**config.mk**
```make
export PLATFORM = sky130hd
export DESIGN_NAME = calculadora_seq
export DESIGN_NICKNAME = d
export VERILOG_FILES = /design/src/rtl/calculadora_seq_pkg.sv /design/src/rtl/calculadora_seq_muldiv.sv /design/src/rtl/calculadora_seq.sv
export SDC_FILE = /design/constraint.sdc
export NUM_CORES = 1
export LEC_CHECK = 0
export BUFFER_PORTS_ARGS = -buffer_cell sky130_fd_sc_hd__buf_2
export CORE_MARGIN = 2
export CORE_UTILIZATION = 45
export DETAILED_ROUTE_END_ITERATION = 8
export PLACE_DENSITY = 0.68
export SETUP_SLACK_MARGIN = 0.02
export SLEW_MARGIN = 10
export SYNTH_ARGS = -nofsm -noshare
export SYNTH_HDL_FRONTEND = slang
export SYNTH_SLANG_ARGS = --single-unit
```
**constraint.sdc**
```tcl
create_clock -name clock -period 7.4 [get_ports clock]
set_input_delay 1.48 -clock clock [delete_from_list [all_inputs] [get_ports clock]]
set_output_delay 1.48 -clock clock [all_outputs]
set_load 0.005 [all_outputs]
```
**src/rtl/calculadora_seq_pkg.sv**
```systemverilog
// Shared definitions for the sequential sign-magnitude calculator: mode
// encoding, control FSM states, button indices and the add/subtract helper.
package calculadora_seq_pkg;

  localparam logic [2:0] OPER_DESLIGADO     = 3'd0;
  localparam logic [2:0] OPER_ESPERANDO     = 3'd1;
  localparam logic [2:0] OPER_SOMA          = 3'd2;
  localparam logic [2:0] OPER_SUBTRACAO     = 3'd3;
  localparam logic [2:0] OPER_MULTIPLICACAO = 3'd4;
  localparam logic [2:0] OPER_DIVISAO       = 3'd5;

  typedef logic [1:0] state_t;
  localparam state_t ST_OFF  = 2'd0;
  localparam state_t ST_IDLE = 2'd1;
  localparam state_t ST_CALC = 2'd2;
  localparam state_t ST_DONE = 2'd3;

  localparam int BTN_SOMA   = 0;
  localparam int BTN_SUB    = 1;
  localparam int BTN_MUL    = 2;
  localparam int BTN_DIV    = 3;
  localparam int BTN_ENABLE = 4;

  localparam int MAX_WIDTH = 16;

  typedef struct packed {
    logic                 sign;
    logic [MAX_WIDTH:0]   mag;
  } sm_result_t;

  // Sign-magnitude addition; a zero result is always reported as positive.
  function automatic sm_result_t smAdd(input logic [MAX_WIDTH-1:0] magA,
                                       input logic                 signA,
                                       input logic [MAX_WIDTH-1:0] magB,
                                       input logic                 signB);
    sm_result_t res;
    if (signA == signB) begin
      res.mag  = {1'b0, magA} + {1'b0, magB};
      res.sign = signA;
    end else if (magA >= magB) begin
      res.mag  = {1'b0, magA - magB};
      res.sign = signA;
    end else begin
      res.mag  = {1'b0, magB - magA};
      res.sign = signB;
    end
    if (res.mag == '0) res.sign = 1'b0;
    return res;
  endfunction

endpackage

```
**src/rtl/calculadora_seq_muldiv.sv**
```systemverilog
// Iterative unsigned datapath: shift-add multiply or restoring divide,
// one step per clock for WIDTH clocks after a start pulse.
module calculadora_seq_muldiv #(
  parameter int WIDTH = 8
) (
  input  logic                 i_clk,
  input  logic                 i_rst_n,
  input  logic                 i_start,
  input  logic                 i_op,
  input  logic [WIDTH-1:0]     i_a,
  input  logic [WIDTH-1:0]     i_b,
  output logic                 o_done,
  output logic [2*WIDTH-1:0]   o_result,
  output logic [WIDTH-1:0]     o_rem
);

  localparam int CW = 5;

  logic [CW-1:0]      r_cnt;
  logic               r_op;
  logic [2*WIDTH-1:0] r_acc;
  logic [2*WIDTH-1:0] r_mcand;
  logic [WIDTH-1:0]   r_mplier;
  logic [WIDTH-1:0]   r_rem;
  logic [WIDTH-1:0]   r_quo;
  logic [WIDTH-1:0]   r_div;

  logic [2*WIDTH-1:0] w_acc;
  logic [WIDTH:0]     w_shifted;
  logic [WIDTH:0]     w_trial;
  logic [WIDTH-1:0]   w_rem;
  logic [WIDTH-1:0]   w_quo;

  // Next-step values are exposed directly so the final step's result is
  // available on the same edge that completes it.
  always_comb begin
    w_acc     = r_mplier[0] ? (r_acc + r_mcand) : r_acc;
    w_shifted = {r_rem, r_quo[WIDTH-1]};
    w_trial   = w_shifted - {1'b0, r_div};
    if (!w_trial[WIDTH]) begin
      w_rem = w_trial[WIDTH-1:0];
      w_quo = {r_quo[WIDTH-2:0], 1'b1};
    end else begin
      w_rem = w_shifted[WIDTH-1:0];
      w_quo = {r_quo[WIDTH-2:0], 1'b0};
    end
    o_done   = (r_cnt == CW'(1));
    o_result = r_op ? {{WIDTH{1'b0}}, w_quo} : w_acc;
    o_rem    = r_op ? w_rem : '0;
  end

  always_ff @(posedge i_clk) begin
    if (!i_rst_n) begin
      r_cnt    <= '0;
      r_op     <= 1'b0;
      r_acc    <= '0;
      r_mcand  <= '0;
      r_mplier <= '0;
      r_rem    <= '0;
      r_quo    <= '0;
      r_div    <= '0;
    end else if (i_start) begin
      r_cnt    <= CW'(WIDTH);
      r_op     <= i_op;
      r_acc    <= '0;
      r_mcand  <= {{WIDTH{1'b0}}, i_a};
      r_mplier <= i_b;
      r_rem    <= '0;
      r_quo    <= i_a;
      r_div    <= i_b;
    end else if (r_cnt != '0) begin
      r_cnt    <= r_cnt - CW'(1);
      r_acc    <= w_acc;
      r_mcand  <= r_mcand << 1;
      r_mplier <= r_mplier >> 1;
      r_rem    <= w_rem;
      r_quo    <= w_quo;
    end
  end

endmodule

```
**src/rtl/calculadora_seq.sv**
```systemverilog
// Sequential sign-magnitude calculator driven by active-low push-buttons;
// add/subtract finish in one CALC cycle, multiply/divide in WIDTH cycles.
module calculadora_seq
  import calculadora_seq_pkg::*;
#(
  parameter int WIDTH       = 8,
  parameter bit DEBOUNCE_EN = 1'b0
) (
  input  logic                 clock,
  input  logic                 reset_n,
  input  logic                 button_enable,
  input  logic                 button_soma,
  input  logic                 button_subtracao,
  input  logic                 button_multiplicacao,
  input  logic                 button_divisao,
  input  logic                 sinal_a,
  input  logic                 sinal_b,
  input  logic [WIDTH-1:0]     a,
  input  logic [WIDTH-1:0]     b,
  output logic                 sinal_s,
  output logic [2*WIDTH-1:0]   s,
  output logic [WIDTH-1:0]     resto,
  output logic [2:0]           oper,
  output logic                 busy,
  output logic                 valid,
  output logic                 div_zero
);

  logic [4:0] w_btnIn;
  logic [4:0] w_deb;
  logic [4:0] w_pressNow;
  logic [4:0] r_btnPrev;
  logic [4:0] r_btnReg;
  logic [4:0] r_armed;
  logic [4:0] r_press;

  // A button only counts once it has been seen released since reset, so a
  // key held through reset release cannot fire.
  always_comb begin
    w_btnIn    = {button_enable, button_divisao, button_multiplicacao,
                  button_subtracao, button_soma};
    w_deb      = w_btnIn | (r_btnPrev & {5{DEBOUNCE_EN}});
    w_pressNow = r_btnReg & ~w_deb & r_armed;
  end

  always_ff @(posedge clock) begin
    if (!reset_n) begin
      r_btnPrev <= '1;
      r_btnReg  <= '1;
      r_armed   <= '0;
      r_press   <= '0;
    end else begin
      r_btnPrev <= w_btnIn;
      r_btnReg  <= w_deb;
      r_armed   <= r_armed | w_deb;
      r_press   <= w_pressNow;
    end
  end

  state_t             r_state;
  logic [2:0]         r_oper;
  logic [2*WIDTH-1:0] r_s;
  logic [WIDTH-1:0]   r_resto;
  logic               r_sinalS;
  logic               r_busy;
  logic               r_valid;
  logic               r_divZero;
  logic [WIDTH-1:0]   r_a;
  logic [WIDTH-1:0]   r_b;
  logic               r_signA;
  logic               r_signB;

  logic               w_enPress;
  logic [2:0]         w_selOp;
  logic               w_opReq;
  logic               w_mdStart;
  logic               w_mdOp;
  logic               w_mdDone;
  logic [2*WIDTH-1:0] w_mdResult;
  logic [WIDTH-1:0]   w_mdRem;
  sm_result_t         w_addRes;
  logic [2*WIDTH-1:0] w_addS;
  logic [2*WIDTH-1:0] w_mdS;
  logic [WIDTH-1:0]   w_mdResto;
  logic               w_mdSign;
  logic               w_mdDz;

  // Priority: enable > multiplicacao > divisao > subtracao > soma.
  always_comb begin
    w_enPress = r_press[BTN_ENABLE];
    w_selOp   = OPER_DESLIGADO;
    if (r_press[BTN_MUL])       w_selOp = OPER_MULTIPLICACAO;
    else if (r_press[BTN_DIV])  w_selOp = OPER_DIVISAO;
    else if (r_press[BTN_SUB])  w_selOp = OPER_SUBTRACAO;
    else if (r_press[BTN_SOMA]) w_selOp = OPER_SOMA;
    w_opReq   = (w_selOp != OPER_DESLIGADO);
    w_mdOp    = (w_selOp == OPER_DIVISAO);
    w_mdStart = !w_enPress && w_opReq
                && (r_state == ST_IDLE || r_state == ST_DONE)
                && (w_selOp == OPER_MULTIPLICACAO || w_selOp == OPER_DIVISAO);
  end

  calculadora_seq_muldiv #(.WIDTH(WIDTH)) u_muldiv (
    .i_clk    (clock),
    .i_rst_n  (reset_n),
    .i_start  (w_mdStart),
    .i_op     (w_mdOp),
    .i_a      (a),
    .i_b      (b),
    .o_done   (w_mdDone),
    .o_result (w_mdResult),
    .o_rem    (w_mdRem)
  );

  // Subtraction reuses the adder with the second sign flipped.
  always_comb begin
    w_addRes = smAdd(MAX_WIDTH'(r_a), r_signA, MAX_WIDTH'(r_b),
                     (r_oper == OPER_SUBTRACAO) ? ~r_signB : r_signB);
    w_addS   = (2*WIDTH)'(w_addRes.mag);
    if (r_oper == OPER_DIVISAO && r_b == '0) begin
      w_mdS     = '1;
      w_mdResto = r_a;
      w_mdSign  = 1'b0;
      w_mdDz    = 1'b1;
    end else begin
      w_mdS     = w_mdResult;
      w_mdResto = w_mdRem;
      w_mdSign  = (r_signA ^ r_signB) && (w_mdResult != '0);
      w_mdDz    = 1'b0;
    end
  end

  always_ff @(posedge clock) begin
    if (!reset_n) begin
      r_state   <= ST_OFF;
      r_oper    <= OPER_DESLIGADO;
      r_s       <= '0;
      r_resto   <= '0;
      r_sinalS  <= 1'b0;
      r_busy    <= 1'b0;
      r_valid   <= 1'b0;
      r_divZero <= 1'b0;
      r_a       <= '0;
      r_b       <= '0;
      r_signA   <= 1'b0;
      r_signB   <= 1'b0;
    end else begin
      r_valid <= 1'b0;
      if (w_enPress) begin
        if (r_state == ST_OFF) begin
          r_state <= ST_IDLE;
          r_oper  <= OPER_ESPERANDO;
        end else begin
          r_state   <= ST_OFF;
          r_oper    <= OPER_DESLIGADO;
          r_s       <= '0;
          r_resto   <= '0;
          r_sinalS  <= 1'b0;
          r_divZero <= 1'b0;
          r_busy    <= 1'b0;
        end
      end else if (r_state == ST_CALC) begin
        if (!r_busy) begin
          r_s       <= w_addS;
          r_sinalS  <= w_addRes.sign;
          r_resto   <= '0;
          r_divZero <= 1'b0;
          r_valid   <= 1'b1;
          r_state   <= ST_DONE;
        end else if (w_mdDone) begin
          r_s       <= w_mdS;
          r_sinalS  <= w_mdSign;
          r_resto   <= w_mdResto;
          r_divZero <= w_mdDz;
          r_valid   <= 1'b1;
          r_busy    <= 1'b0;
          r_state   <= ST_DONE;
        end
      end else if (r_state != ST_OFF && w_opReq) begin
        r_a     <= a;
        r_b     <= b;
        r_signA <= sinal_a;
        r_signB <= sinal_b;
        r_oper  <= w_selOp;
        r_busy  <= w_mdStart;
        r_state <= ST_CALC;
      end
    end
  end

  assign sinal_s  = r_sinalS;
  assign s        = r_s;
  assign resto    = r_resto;
  assign oper     = r_oper;
  assign busy     = r_busy;
  assign valid    = r_valid;
  assign div_zero = r_divZero;

endmodule

```
### After elaboration in Yosys (flattened, before gate mapping)

Cells that the tools add are included.

| storage, ports and cells | value |
|---|---|
| logic and storage cells | 142 |
| bits in registers | 136 |
| input port bits | 25 |

| cells by class | value |
|---|---|
| add/subtract/negate cells | 6 |
| reductions and logical operators | 27 |
| multiplexer cells | 61 |
| bitwise gates (word level) | 9 |
| $lt $le $gt $ge | 1 |
| eq/ne operators | 13 |

Operator list:

| operator | number |
|---|---|
| two-way mux 16 bit | 8 |
| two-way mux 8 bit | 14 |
| two-way mux 18 bit | 2 |
| two-way mux 1 bit | 23 |
| subtractor 8 x 8 -> 9 bit | 2 |
| logical NOT 17 bit | 1 |
| adder 16 bit | 1 |
| nonzero test 16 bit | 1 |
| two-way mux 3 bit | 5 |
| two-way mux 2 bit | 7 |
| bitwise AND 5 bit | 2 |
| adder 8 x 8 -> 9 bit | 1 |
| == test 3 bit, second input constant | 3 |
| subtractor 9 x 8 -> 9 bit | 1 |
| greater-or-equal comparator 8 bit | 1 |
| logical NOT 8 bit | 1 |
| two-way mux 4 bit | 2 |
| nonzero test 2 bit | 4 |
| logical AND 1 bit | 6 |
| AND reduction 2 bit | 3 |
| AND reduction 3 bit | 2 |
| nonzero test 3 bit | 2 |
| == test 5 x 1 -> 1 bit, second input constant | 1 |
| NOT 5 bit | 1 |
| 17 further kinds | 23 |

### Logic depth before layout (Yosys ltp)

| logic depth | value |
|---|---|
| word-level depth | 11 |
| gate-level depth with buffers | 14 |
| gate-level depth less buffers | 13 |

### Modules after synthesis

Synthesis repeated with hierarchy kept, for this count alone.

| unflattened totals | value |
|---|---|
| cells, all modules | 1016 |
| area total of the unflattened synthesis | 8061.5 µm² |

Modules (own cells, without submodules):

| module | area an instance (µm²) | cells an instance | instances |
|---|---|---|---|
| calculadora_seq_muldiv | 4270.3 | 548 | 1 |
| calculadora_seq | 3791.1 | 468 | 1 |

### Least setup slack after synthesis

No wires, ideal clock.

| timing | value |
|---|---|
| path type | register to register |
| start | register r_a[1] |
| end | register r_sinalS (netlist: sinal_s) |
| path buffers | 0 |
| stages on the path, launching flop included | 12 |
| arrival | 2.771 ns |
| path slack | 4.495 ns |
| setup time | 0.133 ns |
| required time | 7.267 ns |
| cell sequence | dfxtp_1 -> inv_1 -> ha_1 -> nor2b_4 -> o31a_4 -> o21a_2 -> nor4_1 -> o31ai_2 -> xnor2_1 -> or3_1 -> o31ai_1 -> o211ai_1 |

| on the way | value |
|---|---|
| cells in the longest elaborated chain, start to end | 8 |

RTL lines:

| element | line | RTL |
|---|---|---|
| start, declared | calculadora_seq.sv:68 | `logic [WIDTH-1:0] r_a;` |
| start signal, assigned | calculadora_seq.sv:143 | `r_a <= '0;` |
| start signal, assigned | calculadora_seq.sv:180 | `r_a <= a;` |
| subtractor 8 x 8 -> 9 bit (tied with other cells) | calculadora_seq_pkg.sv:44 | `res.mag = {1'b0, magB - magA};` |
| two-way mux 18 bit | calculadora_seq_pkg.sv:40 | `end else if (magA >= magB) begin` |
| two-way mux 18 bit (*) | calculadora_seq_pkg.sv:37 | `if (signA == signB) begin` |
| logical NOT 17 bit | calculadora_seq_pkg.sv:47 | `if (res.mag == '0) res.sign = 1'b0;` |
| two-way mux 1 bit (*) | calculadora_seq_pkg.sv:47 |  |
| two-way mux 1 bit (*) | calculadora_seq.sv:163 | `if (!r_busy) begin` |
| two-way mux 1 bit (*) | calculadora_seq.sv:162 | `end else if (r_state == ST_CALC) begin` |
| two-way mux 1 bit (*) | calculadora_seq.sv:149 | `if (w_enPress) begin` |
| end signal, assigned | calculadora_seq.sv:165 | `r_sinalS <= w_addRes.sign;` |
| end signal, assigned | calculadora_seq.sv:172 | `r_sinalS <= w_mdSign;` |
| end, declared | calculadora_seq.sv:64 | `logic r_sinalS;` |

Every way passes the cells marked *; elsewhere a longest branch is shown, timed or not. The select of a mux whose other input is x is not followed.
A chain may end at the register's enable or synchronous reset.

### Worst setup path in the final report

Same ends and word-level chain as after synthesis.

==> impl_metrics.csv <==
group,metric,value,unit
die,io_pins,56,
clock_tree,root_buffer,"clkbuf_16",
synth,syn_inst,1009,
sta,drv_slew,0,
placed_design,numPortBuffers,55,
layout,post-route-util,51.9,%
global_route,grt_pass1_wl,34.7,mm
power,powerDensity,240,mW/mm²
critical_path,worstPathRequired,7.70,ns
critical_path,arrival,3.50,ns
global_route,grt_max_degree,88,
sta,finalCriticalPeriod,3.19,ns
min_path,whs_path_depth,2,
clock_tree,cts_resized,0,
min_path,hold_class,"reg2reg",
routing,drt-total-wl,21.7,mm
routing,wl_per_cell,17.0,µm
synth,synth_ff_type,"dfxtp_1",
sta,setup_violations,0,
critical_path,r2r_slack,4.21,ns
synth,syn_nets,1088,
die,die_x,137,µm
global_route,gr-total-overflow,0,
placed_design,post-place-ws,4.23,ns
layout,instances_no_fill,1273,
synth,synth_cell_types,74,
layout,diodes,0,
clock_tree,cts_tree,"done",
die,core-area,0.0173,mm²
min_path,min_from,"r_btnReg[0]",
synth,synth_area,0.00798,mm²
sta,hold_violations,0,
global_route,grt_pass1_vias,6587,
die,die-height,137,µm
layout,syn_to_final_growth,12.4,%
clock_tree,post_cts_buffers,0,
critical_path,r2r_start,"r_a[1]",
placed_design,dpl_cell_area,0.00838,mm²
layout,nNetsFinal,1114,
critical_path,reg2reg_to,"sinal_s",
flow_run,drv_cap,0,
synth,synth_edf_count,0,
clock_tree,cts-buffers-inserted,17,
run_status,status,"finished, final reports clean",
routing,routed_via_density,5.71,
clock_tree,clock_sinks,136,
clock_tree,clkTransAtPathRegs,0.06,ns
clock_tree,clock_latency,0.43,ns
synth,ys_warn_count,0,
critical_path,worstRegToRegCells,11,
critical_path,crit_fanout,7,
die,rows,48,
synth,yosys_register_bits,136,
critical_path,start_kind,"flop",
sta,fin_worst_skew,0.0125,ns
synth,avgSynthCellArea,7.91,µm²
sta,max_freq,313,MHz
global_route,grtUsageTotal,23.8,%
clock_tree,hold_buffers,0,
placed_design,placed_cells,1241,
routing,drtPass1Iterations,5,
critical_path,worst_setup_path_end_kind,"flop",
sta,fin_tns_setup,0,ns
min_path,min_to,"r_press[0]",
synth,synth_seq_area_share,34.1,%
die,start_util,46.2,%
sta,setup_ws,4.21,ns
routing,drc_errors,0,
sta,max_slew_margin,26.1,%
routing,vias,7264,
synth,synth-async-reset-ratio,0,%
routing,drtIter0Drc,711,
routing,detail-route-antenna-nets,0,
placed_design,dp_hpwl,15.8,mm
sta,tightest_slew,1.10,ns
layout,layout-drive-gt1-share,11.6,%
power,ir_drop,0.190,mV
sta,fin_crit_sh,43.2,%
die,die-area,0.0188,mm²
clock_tree,clockBufferDepth,2,
sta,rsz0062_at_grt,"no",
layout,postLayoutCellArea,0.00898,mm²
critical_path,path_class,"reg2reg",
global_route,antenna_found_initial,0,
sta,holdWs,0.419,ns
placed_design,routabilityCongestion,0.906,
power,finalPower,2.16,mW
power,power_leakage,3.59,nW
clock_tree,h-tree-depth,4,
[where the power goes]
| part | internal [mW] | switching (mW) |
|---|---|---|
| clock network | 0.483 | 0.378 |
| logic | 0.175 | 0.324 |
| registers | 0.768 | 0.0306 |
| total | 1.43 | 0.733 |
[area by class of cell]
| cell class | instances | area (µm²) |
|---|---|---|
| well taps | 225 | 282 |
| clock buffers | 17 | 425 |
| fillers | 1664 | 8320 |
| clock inverters | 15 | 175 |
| multi-input cells | 774 | 4870 |
| flip-flops and latches | 136 | 2720 |
| repair buffers | 64 | 343 |
| inverters | 42 | 158 |
[critical path, stage by stage (launching register included)]
cell and delay (ns):
dfxtp_1 0.51, inv_1 0.14, ha_1 0.39, nor2b_4 0.16, o31a_4 0.30, o21a_2 0.29, nor4_1 0.32, o31ai_2 0.10
xnor2_1 0.17, or3_1 0.37, o31ai_1 0.22, o211ai_1 0.11
[sequential cells by signal, indices dropped and copies added, names as in the netlist, 5 cells and up]
name,flops
u_muldiv.r_mcand,16
u_muldiv.r_quo,8
r_a,8
u_muldiv.r_div,8
u_muldiv.r_rem,8
s,16
u_muldiv.r_acc,16
r_armed,5
r_press,5
r_b,8
u_muldiv.r_mplier,8
u_muldiv.r_cnt,5
r_btnReg,5
resto,8
[cells by family after synthesis]
logic type	count (synthesis)	synth area share, %
buffers and inverters	99	5.12
adder cells (fa/ha/maj)	54	8.93
flip-flops	136	34.1
AND/OR/NAND/NOR	383	21.3
AO/OA/AOI/OAI	296	25.5
multiplexers	13	1.63
XOR/XNOR	28	3.35
[how the worst max path moves through the flow]
| stage | slack (ns) | startpoint | cells past startpoint | end |
|---|---|---|---|---|
| after global placement | 4.27 | r_a[1] | 11 | sinal_s |
| after floorplan | 4.50 | r_a[1] | 11 | sinal_s |
| final | 4.21 | r_a[1] | 11 | sinal_s |
| after global routing | 4.02 | r_a[1] | 11 | sinal_s |
| after CTS | 4.22 | r_a[1] | 11 | sinal_s |
| after detailed placement | 4.23 | r_a[1] | 11 | sinal_s |
[per-layer routing]
metal | vias up | GRT usage (%) | wire length, µm
li1 | 3599 | - | -
met1 | 3361 | 35.4 | 10700
met2 | 266 | 34.5 | 9140
met3 | 38 | 4.38 | 1470
met4 | 0 | 7.85 | 383
met5 | - | 0 | 0
[layout by cell type (no fill, tap or decap), types with 8 or more instances in the layout]
cell type,synthesis,layout
o21ai_1,15,14
nand3_1,24,24
mux2i_1,13,13
a211oi_1,21,21
dfxtp_1,136,136
buf_4,1,9
nand2b_1,15,15
a21oi_1,56,56
xnor2_1,19,19
a21o_1,10,10
inv_1,41,41
ha_1,49,49
buf_2,9,55
nor3_1,17,17
o211a_1,11,11
and2_1,12,12
a21boi_1,10,10
o211ai_1,9,9
nor2_1,73,72
o21a_1,12,12
a21boi_0,36,36
a31oi_1,24,24
a22oi_1,8,8
nand2_1,201,201
clkbuf_16,0,17
o21ai_0,42,42
[cells in the mapped netlist (all sizes together) (5+ instances only)]
master  number  share of area [%]
or3          7               0.55
nand2b      15                1.2
nor2b        8               0.72
nor3        17                1.1
a31oi       24                1.9
o221ai       5               0.55
clkbuf      41                1.9
and2        13                1.0
dfxtp      136                 34
fa           5                1.3
inv         42                2.0
o31ai        7               0.72
ha          49                7.7
o21a        13                1.2
o211a       11                1.4
xnor2       20                2.3
a21oi       56                3.5
nor2        74                3.6
buf         16                1.2
a22oi        8               0.75
nand3       24                1.5
nor3b        7               0.66
a211oi      24                2.4
o21ai       58                3.8
a21boi      46                4.3
o211ai      10                1.0
nand2      201                9.4
mux2i       13                1.6
xor2         8                1.1
a21o        10               0.94
Power figures use the tool's default switching activity.
